[src/rtl/alien_wave_sequencer_pkg.sv]
`default_nettype none
// ============================================================================
// Module : alien_wave_sequencer_pkg
// Brief  : Shared definitions for the alien wave sequencer, the formation
//          controller and the top-level game logic. All of them import the
//          formation size and pacing constants from here, so they always
//          agree on them.
// Rev    : 1.0  initial release
// ----------------------------------------------------------------------------
// Contents:
//   wave_state_t     game-phase state encoding (IDLE, SPAWN, PLAY, CLEAR, LOST)
//   AWS_*            formation size and interval/pause constants
// ============================================================================
package alien_wave_sequencer_pkg;

  typedef enum logic [2:0] {
    ST_IDLE  = 3'd0,
    ST_SPAWN = 3'd1,
    ST_PLAY  = 3'd2,
    ST_CLEAR = 3'd3,
    ST_LOST  = 3'd4
  } wave_state_t;

  localparam int AWS_N_ALIENS      = 15;      // 3x5 formation
  localparam int AWS_BASE_INTERVAL = 800000;
  localparam int AWS_KILL_STEP     = 40000;
  localparam int AWS_WAVE_STEP     = 100000;
  localparam int AWS_MIN_INTERVAL  = 50000;
  localparam int AWS_CLEAR_FRAMES  = 120;
  localparam int AWS_WAVE_W        = 4;

  localparam int AWS_ALIVE_W    = 5;
  localparam int AWS_INTERVAL_W = 22;
  // Wide enough that the most negative raw interval stays representable.
  localparam int AWS_CALC_W     = 24;

endpackage : alien_wave_sequencer_pkg
`default_nettype wire

[src/rtl/alien_wave_sequencer_move_pacer.sv]
`default_nettype none
// ============================================================================
// Module : alien_wave_sequencer_move_pacer
// Brief  : Programmable-interval tick generator. Emits a single registered
//          tick every 'interval' cycles while enabled. Its counter is held at
//          zero while disabled.
// Rev    : 1.0  initial release
// ----------------------------------------------------------------------------
// Ports:
//   clk       in   1           system clock
//   reset     in   1           synchronous, active-high
//   enable    in   1           count while high, clear counter while low
//   interval  in   INTERVAL_W  cycles between ticks
//   tick      out  1           1-cycle pulse
// ============================================================================
module alien_wave_sequencer_move_pacer #(
  parameter int INTERVAL_W = 22
) (
  input  logic                  clk,
  input  logic                  reset,
  input  logic                  enable,
  input  logic [INTERVAL_W-1:0] interval,
  output logic                  tick
);

  logic [INTERVAL_W-1:0] cnt_q, cnt_d;
  logic                  tick_q, tick_d;
  logic [INTERVAL_W:0]   cnt_next_w;

  // Compare cnt+1 against interval (one bit wider) instead of cnt against
  // interval-1. That avoids an underflow when interval is zero. It also
  // fires at once when the interval has just shrunk below the count.
  assign cnt_next_w = {1'b0, cnt_q} + (INTERVAL_W+1)'(1);

  always_comb begin
    cnt_d  = cnt_q;
    tick_d = 1'b0;
    if (!enable) begin
      cnt_d = '0;
    end else if (cnt_next_w >= {1'b0, interval}) begin
      tick_d = 1'b1;
      cnt_d  = '0;
    end else begin
      cnt_d = cnt_next_w[INTERVAL_W-1:0];
    end
  end

  always_ff @(posedge clk) begin
    if (reset) begin
      cnt_q  <= '0;
      tick_q <= 1'b0;
    end else begin
      cnt_q  <= cnt_d;
      tick_q <= tick_d;
    end
  end

  assign tick = tick_q;

endmodule : alien_wave_sequencer_move_pacer
`default_nettype wire

[src/rtl/alien_wave_sequencer.sv]
`default_nettype none
// ============================================================================
// Module : alien_wave_sequencer
// Brief  : Game-phase scheduler for the alien formation. It starts waves,
//          pulses the formation reset and paces the march. The march
//          interval shrinks as aliens die and as the wave number rises.
// Rev    : 1.0  initial release
// ----------------------------------------------------------------------------
// Ports:
//   clk              in   1       system clock
//   reset            in   1       synchronous, active-high
//   start            in   1       level; a rising edge starts play from IDLE/LOST
//   frame_tick       in   1       1-cycle pulse per video frame
//   shot_hit         in   1       1-cycle pulse, one alien killed
//   formation_over   in   1       level, formation reached the bottom
//   formation_reset  out  1       1-cycle pulse, respawn the formation
//   move_tick        out  1       1-cycle pulse, advance the formation one step
//   alive_count      out  5       aliens remaining this wave
//   wave_num         out  WAVE_W  completed waves (saturating)
//   interval         out  22      current move interval in clk cycles
//   playing          out  1       high in PLAY
//   lost             out  1       high in LOST
// ============================================================================
module alien_wave_sequencer
  import alien_wave_sequencer_pkg::*;
#(
  parameter int N_ALIENS      = AWS_N_ALIENS,
  parameter int BASE_INTERVAL = AWS_BASE_INTERVAL,
  parameter int KILL_STEP     = AWS_KILL_STEP,
  parameter int WAVE_STEP     = AWS_WAVE_STEP,
  parameter int MIN_INTERVAL  = AWS_MIN_INTERVAL,
  parameter int CLEAR_FRAMES  = AWS_CLEAR_FRAMES,
  parameter int WAVE_W        = AWS_WAVE_W
) (
  input  logic                      clk,
  input  logic                      reset,
  input  logic                      start,
  input  logic                      frame_tick,
  input  logic                      shot_hit,
  input  logic                      formation_over,
  output logic                      formation_reset,
  output logic                      move_tick,
  output logic [AWS_ALIVE_W-1:0]    alive_count,
  output logic [WAVE_W-1:0]         wave_num,
  output logic [AWS_INTERVAL_W-1:0] interval,
  output logic                      playing,
  output logic                      lost
);

  localparam int PAUSE_W = $clog2(CLEAR_FRAMES + 1);

  wave_state_t               state_q, state_d;
  logic                      start_q;
  logic [AWS_ALIVE_W-1:0]    alive_q, alive_d;
  logic [WAVE_W-1:0]         wave_q, wave_d;
  logic [PAUSE_W-1:0]        pause_q, pause_d;
  logic [AWS_INTERVAL_W-1:0] interval_q, interval_d;
  logic                      formation_reset_q, formation_reset_d;
  logic                      playing_q, playing_d;
  logic                      lost_q, lost_d;

  logic                      start_rise_w;
  logic [AWS_ALIVE_W-1:0]    alive_dec_w;
  logic [AWS_ALIVE_W-1:0]    kills_w;
  logic [AWS_CALC_W-1:0]     raw_interval_w;
  logic                      pacer_en_w;

  assign start_rise_w = start & ~start_q;
  assign alive_dec_w  = (alive_q == '0) ? '0 : alive_q - AWS_ALIVE_W'(1);

  // ---------------------------------------------------------------------
  // Next-state, counters and registered-output decode
  // ---------------------------------------------------------------------
  always_comb begin
    state_d = state_q;
    alive_d = alive_q;
    wave_d  = wave_q;
    pause_d = pause_q;

    case (state_q)
      ST_IDLE: begin
        if (start_rise_w) state_d = ST_SPAWN;
      end
      ST_SPAWN: begin
        state_d = ST_PLAY;
      end
      ST_PLAY: begin
        // The kill is counted even when formation_over wins the same cycle.
        if (shot_hit) alive_d = alive_dec_w;
        if (formation_over) begin
          state_d = ST_LOST;
        end else if (alive_d == '0) begin
          state_d = ST_CLEAR;
          wave_d  = (wave_q == '1) ? wave_q : wave_q + WAVE_W'(1);
          pause_d = '0;
        end
      end
      ST_CLEAR: begin
        if (frame_tick) begin
          if (pause_q == PAUSE_W'(CLEAR_FRAMES - 1)) state_d = ST_SPAWN;
          else                                       pause_d = pause_q + PAUSE_W'(1);
        end
      end
      ST_LOST: begin
        if (start_rise_w) begin
          state_d = ST_SPAWN;
          wave_d  = '0;
        end
      end
      default: state_d = ST_IDLE;
    endcase

    if (state_d == ST_SPAWN) alive_d = AWS_ALIVE_W'(N_ALIENS);

    // The phase outputs are decoded from the next state. That way they are
    // registered and still line up with state_q.
    formation_reset_d = (state_d == ST_SPAWN);
    playing_d         = (state_d == ST_PLAY);
    lost_d            = (state_d == ST_LOST);
  end

  // ---------------------------------------------------------------------
  // Interval: base minus kill and wave penalties, floored at MIN_INTERVAL.
  // The sum wraps modulo 2^24. The true result always fits in 24-bit
  // signed, so the sign test below is exact.
  // ---------------------------------------------------------------------
  assign kills_w        = AWS_ALIVE_W'(N_ALIENS) - alive_q;
  assign raw_interval_w = AWS_CALC_W'(BASE_INTERVAL)
                        - AWS_CALC_W'(kills_w) * AWS_CALC_W'(KILL_STEP)
                        - AWS_CALC_W'(wave_q)  * AWS_CALC_W'(WAVE_STEP);

  always_comb begin
    interval_d = raw_interval_w[AWS_INTERVAL_W-1:0];
    if ($signed(raw_interval_w) < $signed(AWS_CALC_W'(MIN_INTERVAL)))
      interval_d = AWS_INTERVAL_W'(MIN_INTERVAL);
  end

  always_ff @(posedge clk) begin
    if (reset) begin
      state_q           <= ST_IDLE;
      start_q           <= 1'b0;
      alive_q           <= AWS_ALIVE_W'(N_ALIENS);
      wave_q            <= '0;
      pause_q           <= '0;
      interval_q        <= AWS_INTERVAL_W'(BASE_INTERVAL);
      formation_reset_q <= 1'b0;
      playing_q         <= 1'b0;
      lost_q            <= 1'b0;
    end else begin
      state_q           <= state_d;
      start_q           <= start;
      alive_q           <= alive_d;
      wave_q            <= wave_d;
      pause_q           <= pause_d;
      interval_q        <= interval_d;
      formation_reset_q <= formation_reset_d;
      playing_q         <= playing_d;
      lost_q            <= lost_d;
    end
  end

  // The pacer runs only while PLAY is both current and next. Its counter is
  // therefore zero on PLAY entry, and its registered tick can only land in a
  // PLAY cycle.
  assign pacer_en_w = (state_q == ST_PLAY) && (state_d == ST_PLAY);

  alien_wave_sequencer_move_pacer #(
    .INTERVAL_W (AWS_INTERVAL_W)
  ) u_move_pacer (
    .clk      (clk),
    .reset    (reset),
    .enable   (pacer_en_w),
    .interval (interval_q),
    .tick     (move_tick)
  );

  assign formation_reset = formation_reset_q;
  assign alive_count     = alive_q;
  assign wave_num        = wave_q;
  assign interval        = interval_q;
  assign playing         = playing_q;
  assign lost            = lost_q;

endmodule : alien_wave_sequencer
`default_nettype wire

[config.mk]
export PLATFORM = sky130hd
export DESIGN_NAME = alien_wave_sequencer
export DESIGN_NICKNAME = d
export VERILOG_FILES = /design/src/rtl/alien_wave_sequencer_pkg.sv /design/src/rtl/alien_wave_sequencer_move_pacer.sv /design/src/rtl/alien_wave_sequencer.sv
export SDC_FILE = /design/constraint.sdc
export NUM_CORES = 1
export LEC_CHECK = 0
export ABC_AREA = 1
export CAP_MARGIN = 20
export CORE_ASPECT_RATIO = 0.8
export CORE_UTILIZATION = 40
export DETAILED_ROUTE_END_ITERATION = 16
export PLACE_DENSITY = 0.56
export SLEW_MARGIN = 10
export SYNTH_ARGS = -nofsm -noshare
export SYNTH_HDL_FRONTEND = slang
export SYNTH_HIERARCHICAL = 1
export SYNTH_SLANG_ARGS = --single-unit
[constraint.sdc]
create_clock -name clk -period 6.9 [get_ports clk]
set_input_delay 1.035 -clock clk [delete_from_list [all_inputs] [get_ports clk]]
set_output_delay 1.035 -clock clk [all_outputs]
set_load 0.01 [all_outputs]
* After elaboration in Yosys (flattened, before gate mapping) *
Cells that the tools add are included.

word-level totals
  register bits after elaboration = 68
  bits in latches = 0
  RAM bits = 0
  memory bits (read-only) = 0
  output and inout port bits = 35
  logic and storage cells = 75
  memories = 0

cells by class
  add/sub/neg operators = 7
  multipliers = 2
  div/mod/pow operators = 0
  order comparisons = 2
  equality and inequality tests = 15
  shift-type cells = 0
  mux-type cells = 21
  bitwise operators = 3
  reductions and logical operators = 13

operators by type and width
  cell                    count
  $mux 7                  4
  $add 22x1->23 const B   1
  $ge 23x22->1            1
  $lt 23x17->1 const B    1
  $sub 22x22->23          1
  $sub 20x21->22 const A  1
  $mux 20                 1
  $mul 4x12->16 const B   1
  $mux 4                  4
  $mul 5x10->15 const B   1
  $mux 3                  5
  $mux 5                  3
  $pmux 7 s2              1
  $ne 2x2->1 const B      6
  $pmux 3 s4              1
  $logic_not 5->1         2
  $reduce_and 5->1        2
  $eq 3x2->1 const B      3
  $pmux 4 s2              1
  $reduce_or 2->1         4
  $add 7x1->7 const B     1
  $eq 7x7->1 const B      1
  $eq 3x1->1 const B      2
  $eq 3x3->1 const B      2
  other kinds (11)        13

* Depth between registers and ports, before layout *
Gate-level depths: netlist of run 1.

  word-level depth = 12
  depth in mapped cells = 29
  depth with buffers taken out = 29

* Cells and area by module *
Netlist of run 1, hierarchy kept.

modules (own cells, without submodules)
  module                           times used  cells each  area an instance (um2)  seq. area each (um2)
  alien_wave_sequencer             1           614         4200.3                  820.8
  alien_wave_sequencer_move_pacer  1           276         1861.8                  460.4

* Worst setup path after synthesis of run 1 *
No wires, ideal clock.

  kind = reg2reg
  from = register alive_q[2], in the netlist alive_count[2]
  to = register interval_q[7], in the netlist interval[7]
  arrival = 4.437 ns
  required time = 6.781 ns
  slack = 2.344 ns
  cell stages (with the launch flop) = 26
  buffers on the path = 0
  period minus slack after synthesis = 4.556 ns
  path through = dfxtp_1 inv_1 fa_1 ha_1 inv_1 fa_1 inv_1 ha_1 a21oi_1 a21boi_4 xor2_2 nand2_1 xnor2_1 ha_1 nand2_1 inv_1 nand2_1 nand2_1 a21oi_1 nand2_1 nand2_1 nand2_1 a21oi_2 nor2_8 nand3_4 nor2_1

on the way
  cells in the longest elaborated chain, start to end = 6

ends and longest elaborated chain
  item                              RTL line                     text
  from (decl)                       alien_wave_sequencer.sv:54   logic [AWS_ALIVE_W-1:0] alive_q, alive_d;
  from (signal assigned)            alien_wave_sequencer.sv:142  alive_q <= AWS_ALIVE_W'(N_ALIENS);
  from (signal assigned)            alien_wave_sequencer.sv:152  alive_q <= alive_d;
  $sub 4x5->5                       alien_wave_sequencer.sv:127  assign kills_w = AWS_ALIVE_W'(N_ALIENS) - alive_q;
  $mul 5x10->15                     alien_wave_sequencer.sv:129  - AWS_CALC_W'(kills_w) * AWS_CALC_W'(KILL_STEP)
  $sub 20x21->22                    alien_wave_sequencer.sv:129
  $sub 22x22->23                    alien_wave_sequencer.sv:130  - AWS_CALC_W'(wave_q) * AWS_CALC_W'(WAVE_STEP);
  $lt 23x17->1                      alien_wave_sequencer.sv:134  if ($signed(raw_interval_w) < $signed(AWS_CALC_W'(MIN_INTERVAL)))
  $reduce_or 2->1 (no source line)  n/a
  to (signal assigned)              alien_wave_sequencer.sv:145  interval_q <= AWS_INTERVAL_W'(BASE_INTERVAL);
  to (signal assigned)              alien_wave_sequencer.sv:155  interval_q <= interval_d;
  to (decl)                         alien_wave_sequencer.sv:57   logic [AWS_INTERVAL_W-1:0] interval_q, interval_d;

No other way between the ends.
A chain may end at the register's enable or synchronous reset.

* Worst setup path after layout of run 1 *
  from = register alive_q[2], in the netlist alive_count[2]
  to = register interval_q[6], in the netlist interval[6]

on the way
  cells in the longest elaborated chain, start to end = 6

ends and longest elaborated chain
  item            RTL line
  $sub 4x5->5     alien_wave_sequencer.sv:127
  $mul 5x10->15   alien_wave_sequencer.sv:129
  $sub 20x21->22  alien_wave_sequencer.sv:129
  $sub 22x22->23  alien_wave_sequencer.sv:130
  $lt 23x17->1    alien_wave_sequencer.sv:134
  $mux 20         alien_wave_sequencer.sv:134

No other way between the ends.

==> results of run 1 <==
-- how the worst max path moves through the flow --
| stage | start | end | slack [ns] | cells after the start |
|---|---|---|---|---|
| after floorplan | alive_count[2] | interval[7] | 2.34 | 25 |
| after global placement | alive_count[2] | interval[14] | 2.06 | 23 |
| after detailed placement | alive_count[2] | interval[6] | 1.99 | 27 |
| after CTS | alive_count[2] | interval[6] | 1.97 | 22 |
| after global routing | alive_count[2] | interval[6] | 1.49 | 26 |
| final | alive_count[2] | interval[6] | 1.98 | 23 |
-- worst min-delay path, cell delays in order (launching register included) --
cell	delay [ns]
dfxtp_1	0.30
inv_1	0.05
a21oi_1	0.05
-- through the flow --
step / util [%] / hold slack, ns / worst slack (ns)
2_1_floorplan: - / 0.422 / 2.34
3_3_place_gp: 45.4 / 0.439 / 2.06
3_5_place_dp: 45.4 / 0.434 / 1.99
4_1_cts: 47.3 / 0.443 / 1.97
5_1_grt: 47.3 / 0.481 / 1.49
6_report: 47.3 / 0.443 / 1.98
-- cells in the final DEF, fill, tap and decap left out, drive strengths merged, types with 15 or more instances in the layout --
cell | synthesis | final
nor2 | 91 | 91
xnor2 | 17 | 17
dfxtp | 64 | 64
nand4 | 22 | 22
o21ai | 15 | 15
inv | 162 | 162
ha | 85 | 85
nand3 | 58 | 58
clkdlybuf4s50 | 0 | 36
xor2 | 29 | 29
a21oi | 47 | 47
nor3 | 15 | 15
nand2 | 229 | 229
-- layout make-up --
| class | instances | area, µm² | share of cell area, % |
|---|---|---|---|
| Sequential cell | 64 | 1280 | 18.6 |
| Tap cell | 184 | 230 | 3.35 |
| Multi-Input combinational cell | 660 | 4120 | 60.0 |
| Clock inverter | 3 | 17.5 | 0.255 |
| Inverter | 162 | 608 | 8.84 |
| Timing Repair Buffer | 36 | 360 | 5.24 |
| Clock buffer | 12 | 256 | 3.73 |
-- sequential cells by signal, summed over array words and instances (netlist names) --
signal              flops
state_q                 3
start_q                 1
lost                    1
u_move_pacer/cnt_q     22
formation_reset         1
alive_count             5
playing                 1
pause_q                 7
u_move_pacer/tick       1
interval               18
wave_num                4
-- cell families (layout without fill, tap and decap cells) --
group / Yosys count / count (layout)
simple gates: 433 / 433
buf+inv: 173 / 213
fa+ha+maj: 91 / 91
compound gates: 82 / 82
flops: 64 / 64
xor+xnor: 46 / 46
other cells: 1 / 8
-- layer usage --
metal	track usage (%)	vias to the layer above	routed length [µm]
li1	-	2900	-
met1	30.6	2334	8240
met2	26.8	96	5380
met3	3.07	11	556
met4	4.76	0	131
met5	0	-	0
-- power by group through the flow --
stage	combinational, mW	clock [mW]	sequential (mW)
after floorplan	0.263	0	0.428
after global placement	0.396	0	0.425
after detailed placement	0.394	0	0.424
after CTS	0.396	0.434	0.416
after global routing	0.454	0.448	0.419
final	0.396	0.423	0.415
==> impl_metrics.json, run 1 <==
{
  "setup_tns_ns": 0,
  "slowest_stage": "fa_1",
  "synth_adder_area_share_pct": 19.5,
  "slowest_delay_ns": 0.52,
  "syn_area_um2": 6060,
  "grt_usage_pct": 19.4,
  "via_count": 5341,
  "synth_top_area_share_pct": 21.1,
  "syn_inst": 890,
  "n_antenna_cell": 0,
  "drive_gt1_share_pct": 7.26,
  "first_pass_iters": 5,
  "grt_pass1_wl_um": 24200,
  "grt_overflow": 0,
  "start_kind": "flip-flop",
  "finalCriticalPeriod_ns": 4.92,
  "dieArea_um2": 15700,
  "clock_latency_ns": 0.33,
  "synth_edf_count": 0,
  "crit_fanout": 8,
  "placed_area_um2": 6600,
  "cts_buffer_depth": 2,
  "fillCellCount": 1560,
  "path_class": "flip-flop to flip-flop",
  "ios": 41,
  "slew_viol_final": 0,
  "synth_most_common_cell": "nand2_1",
  "tightest_slew_ns": 0.699,
  "min-delay-path-class": "flip-flop to flip-flop",
  "synthSimpleGateAreaFrac_pct": 33.1,
  "crit_buf_inv": 1,
  "synth_common_cells": "nand2_1, inv_1, ha_1, dfxtp_1, nor2_1",
  "cts_tree": "done",
  "cts.repair.resized": 0,
  "yosysSeqAreaShare_pct": 21.1,
  "cp.required_ns": 7.17,
  "fin_crit_sh_pct": 71.4,
  "hold_path_end": "pause_q[5]",
  "vias_per_cell": 4.76,
  "cp-end-kind": "flip-flop",
  "synth.mux.area_fraction_pct": 0,
  "p_comb_share_pct": 32.1,
  "die_w_um": 140,
  "grt_pass1_vias": 4887,
  "rsz0062_at_grt": "false",
  "wirelength_um": 14300,
  "hold_viol_final": 0,
  "start_util_pct": 41.7,
  "worstReg2RegStart": "alive_count[2]",
  "ys_seq_elements": 64,
  "dp_cells": 1106,
  "synth_area_per_cell_um2": 6.81,
  "min_path_cells": 2,
  "synth_area_leaders": "dfxtp_1, ha_1, nand2_1",
  "path_cells": "inv_1 -> fa_1 -> ha_1 -> ha_1 -> ha_1 -> a21oi_1 -> nand2_1 -> xor2_1 -> nand3b_1 -> nand3b_1 -> xnor2_1 -> ha_1 -> a21oi_1 -> nand2_1 -> a21oi_1 -> nand2_1 -> nand2_1 -> nand2_1 -> nor2_2 -> nand4_4 -> nand2_2 -> nand2_2 -> nand2_1",
  "power.switching_uw": 422,
  "clk_pin_slew_ns": 0.06,
  "p_sw_share_pct": 34.2,
  "seqPwrFrac_pct": 33.6,
  "synth_compound_area_share_pct": 8.01,
  "numClockSinks": 64,
  "ir_worst_vdd_mv": 0.121,
  "htree_levels": 3,
  "worst_ep_arrival_time_ns": 5.20,
  "antenna_found_initial": 0,
  "drv_cap": 0,
  "drtAntennaViolNets": 0,
  "final_area_um2": 6880,
  "fin_skew_ns": 0.00663,
  "setup_viol": 0,
  "ff2ff_setup_slack_ns": 1.98,
  "clkPwrFrac_pct": 34.3,
  "internal_power_uw": 812,
  "synth_cell_types": 46,
  "r2r_cells": 23,
  "power-per-cell-area_nw_per_um2": 180,
  "hold_buffers": 0,
  "port_buffers": 36,
  "syn_to_final_growth_pct": 13.4,
  "async_flop_share_pct": 0,
  "fmax_mhz": 203,
  "ys_warn_count": 6,
  "p_total_mw": 1.23,
  "cts_setup_buffers": 0,
  "cp_top_family": "adder cells",
  "numCtsBuffers": 9,
  "r2r_end": "interval[6]",
  "grt_start_max_net_pins": 23,
  "cp_common_cell": "nand2_1",
  "yosysTopAreaCell": "dfxtp_1",
  "hp-start": "pause_q[5]",
  "fp.coreArea_um2": 14500,
  "gp_congestion": 0.869,
  "drc": 0,
  "rows": 39,
  "dpl.hpwl_um": 11900,
  "status": "completed",
  "nets": 1030,
  "max_slew_margin_pct": 53.2,
  "synthXorXnorAreaFrac_pct": 6.89,
  "fp.dieH_um": 112,
  "layout.cells.non_filler": 1121,
  "p_leak_nw": 3.59,
  "drt_iter0_drc": 259,
  "ys.flop_type": "dfxtp_1",
  "synth_top_family_by_area": "simple AND/OR/NAND/NOR gates",
  "wl_per_cell_um": 12.8,
  "root_buffer": "clkbuf_16"
}
No activity file was read; power rests on OpenSTA's default activity.
==> inputs of run 2 (changes only) <==
Clock period 6.9 ns to 5 ns, I/O delays scaled along.
==> impl_metrics.json, run 2 (synthesis results as in run 1) <==
{
  "clk_pin_slew_ns": 0.05,
  "slowest_stage": "fa_1",
  "p_comb_share_pct": 29.9,
  "drc": 0,
  "p_leak_nw": 3.66,
  "drt_iter0_drc": 272,
  "finalCriticalPeriod_ns": 4.59,
  "path_class": "flip-flop to flip-flop",
  "internal_power_mw": 1.25,
  "cts_buffer_depth": 2,
  "cp.required_ns": 5.22,
  "syn_to_final_growth_pct": 15.7,
  "cp_common_cell": "nand2_1",
  "final_cell_mix": "nand2_1, inv_1, ha_1, nor2_1, dfxtp_1",
  "via_count": 5311,
  "fmax_mhz": 218,
  "nets": 1038,
  "max_slew_margin_pct": 51.7,
  "crit_fanout": 8,
  "min-delay-path-class": "flip-flop to flip-flop",
  "drv_cap": 0,
  "p_total_mw": 1.83,
  "power.switching_uw": 580,
  "root_buffer": "clkbuf_16",
  "slew_viol_final": 0,
  "fin_crit_sh_pct": 91.9,
  "worst_ep_arrival_time_ns": 4.81,
  "dpl.hpwl_um": 11800,
  "clock_latency_ns": 0.33,
  "fp.dieH_um": 112,
  "slowest_delay_ns": 0.54,
  "drtAntennaViolNets": 0,
  "hold_viol_final": 0,
  "cp_top_family": "adder cells",
  "first_pass_iters": 6,
  "largest_reg_flops": 22,
  "grt_usage_pct": 19.5,
  "seqPwrFrac_pct": 31.3,
  "n_antenna_cell": 0,
  "fp.coreArea_um2": 14500,
  "grt_pass1_vias": 4991,
  "crit_buf_inv": 4,
  "status": "completed",
  "largest-register": "u_move_pacer/cnt_q",
  "power-per-cell-area_nw_per_um2": 261,
  "numClockSinks": 64,
  "grt_pass1_wl_um": 24400,
  "antenna_found_initial": 0,
  "fin_skew_ns": 0.00499,
  "cp-end-kind": "flip-flop",
  "wl_per_cell_um": 12.7,
  "vias_per_cell": 4.70,
  "fin_util_pct": 48.2,
  "ir_worst_vdd_mv": 0.159,
  "clkPwrFrac_pct": 38.8,
  "gp_congestion": 0.865,
  "die_w_um": 140,
  "port_buffers": 36,
  "cts_tree": "done",
  "start_kind": "flip-flop",
  "grt_overflow": 0,
  "grt_start_max_net_pins": 23,
  "layout_commonest_cell": "nand2_1",
  "tightest_slew_ns": 0.721,
  "wirelength_um": 14300,
  "p_sw_share_pct": 31.6,
  "htree_levels": 3,
  "post-place-ws_ns": 0.387,
  "start_util_pct": 41.7,
  "ios": 41,
  "timing.final.ws_setup_ns": 0.405,
  "ff2ff_setup_slack_ns": 0.41,
  "rows": 39,
  "dieArea_um2": 15700,
  "setup_viol": 0,
  "numCtsBuffers": 9,
  "holdWs_ns": 0.450,
  "drive_gt1_share_pct": 8.36
}
-- run 2: through the flow --
stage,cell area [µm²],TNS [ns],std cells
finish,7010,0,1129
global placement,6660,0,1113
detailed placement,6660,0,1113
floorplan,6090,0,897
global route,7010,-0.00635,1129
CTS,7000,0,1128
-- run 2: final timing paths --
kind             startpoint            to  cells after the start
max          alive_count[2]  interval[14]                     27
min              pause_q[5]    pause_q[5]                      2
max reg2reg  alive_count[2]  interval[14]                     27
min reg2reg      pause_q[5]    pause_q[5]                      2
-- run 2: final cells by class --
| cell class | instances | area, µm² |
|---|---|---|
| fill | 1492 | 7530 |
| multi-input combinational | 660 | 4130 |
| sequential | 64 | 1280 |
| inverter | 162 | 608 |
| timing repair buffer | 44 | 420 |
| clock buffer | 13 | 280 |
| tap | 184 | 230 |
| clock inverter | 2 | 60.1 |
-- run 2: power groups by stage --
stage | Clock (mW) | Combinational (mW) | Sequential, mW
after floorplan | 0 | 0.364 | 0.591
after global routing | 0.753 | 0.627 | 0.579
after detailed placement | 0 | 0.543 | 0.585
after global placement | 0 | 0.544 | 0.586
after CTS | 0.729 | 0.546 | 0.574
final | 0.711 | 0.549 | 0.574
-- run 2: per-layer routing --
layer  track usage [%]  vias to the layer above  share of wire [%]
li1                  -                     2912                  -
met1              29.6                     2312                 57
met2              28.4                       78                 39
met3              3.58                        9                2.9
met4              3.74                        0               0.55
met5                 0                        -                  0
-- run 2: what timing repair did --
action | in CTS | in global routing
gates resized for setup | 0 | 3
hold buffers | 0 | 0
setup endpoints to repair | 0 | 5
setup buffers | 0 | 1
-- run 2: tightest hold or removal path, delay by kind of cell, from the launching register on --
kind	cells	cell delay [ns]
DFF	1	0.31
buffers and inverters	1	0.05
AOI/OAI and AO/OA	1	0.05
==> inputs of run 3 (changes only) <==
Settings changed: CAP_MARGIN 20 to not set.
==> results of run 3 <==
Final layout, timing and power as in run 2 (identical DEF).
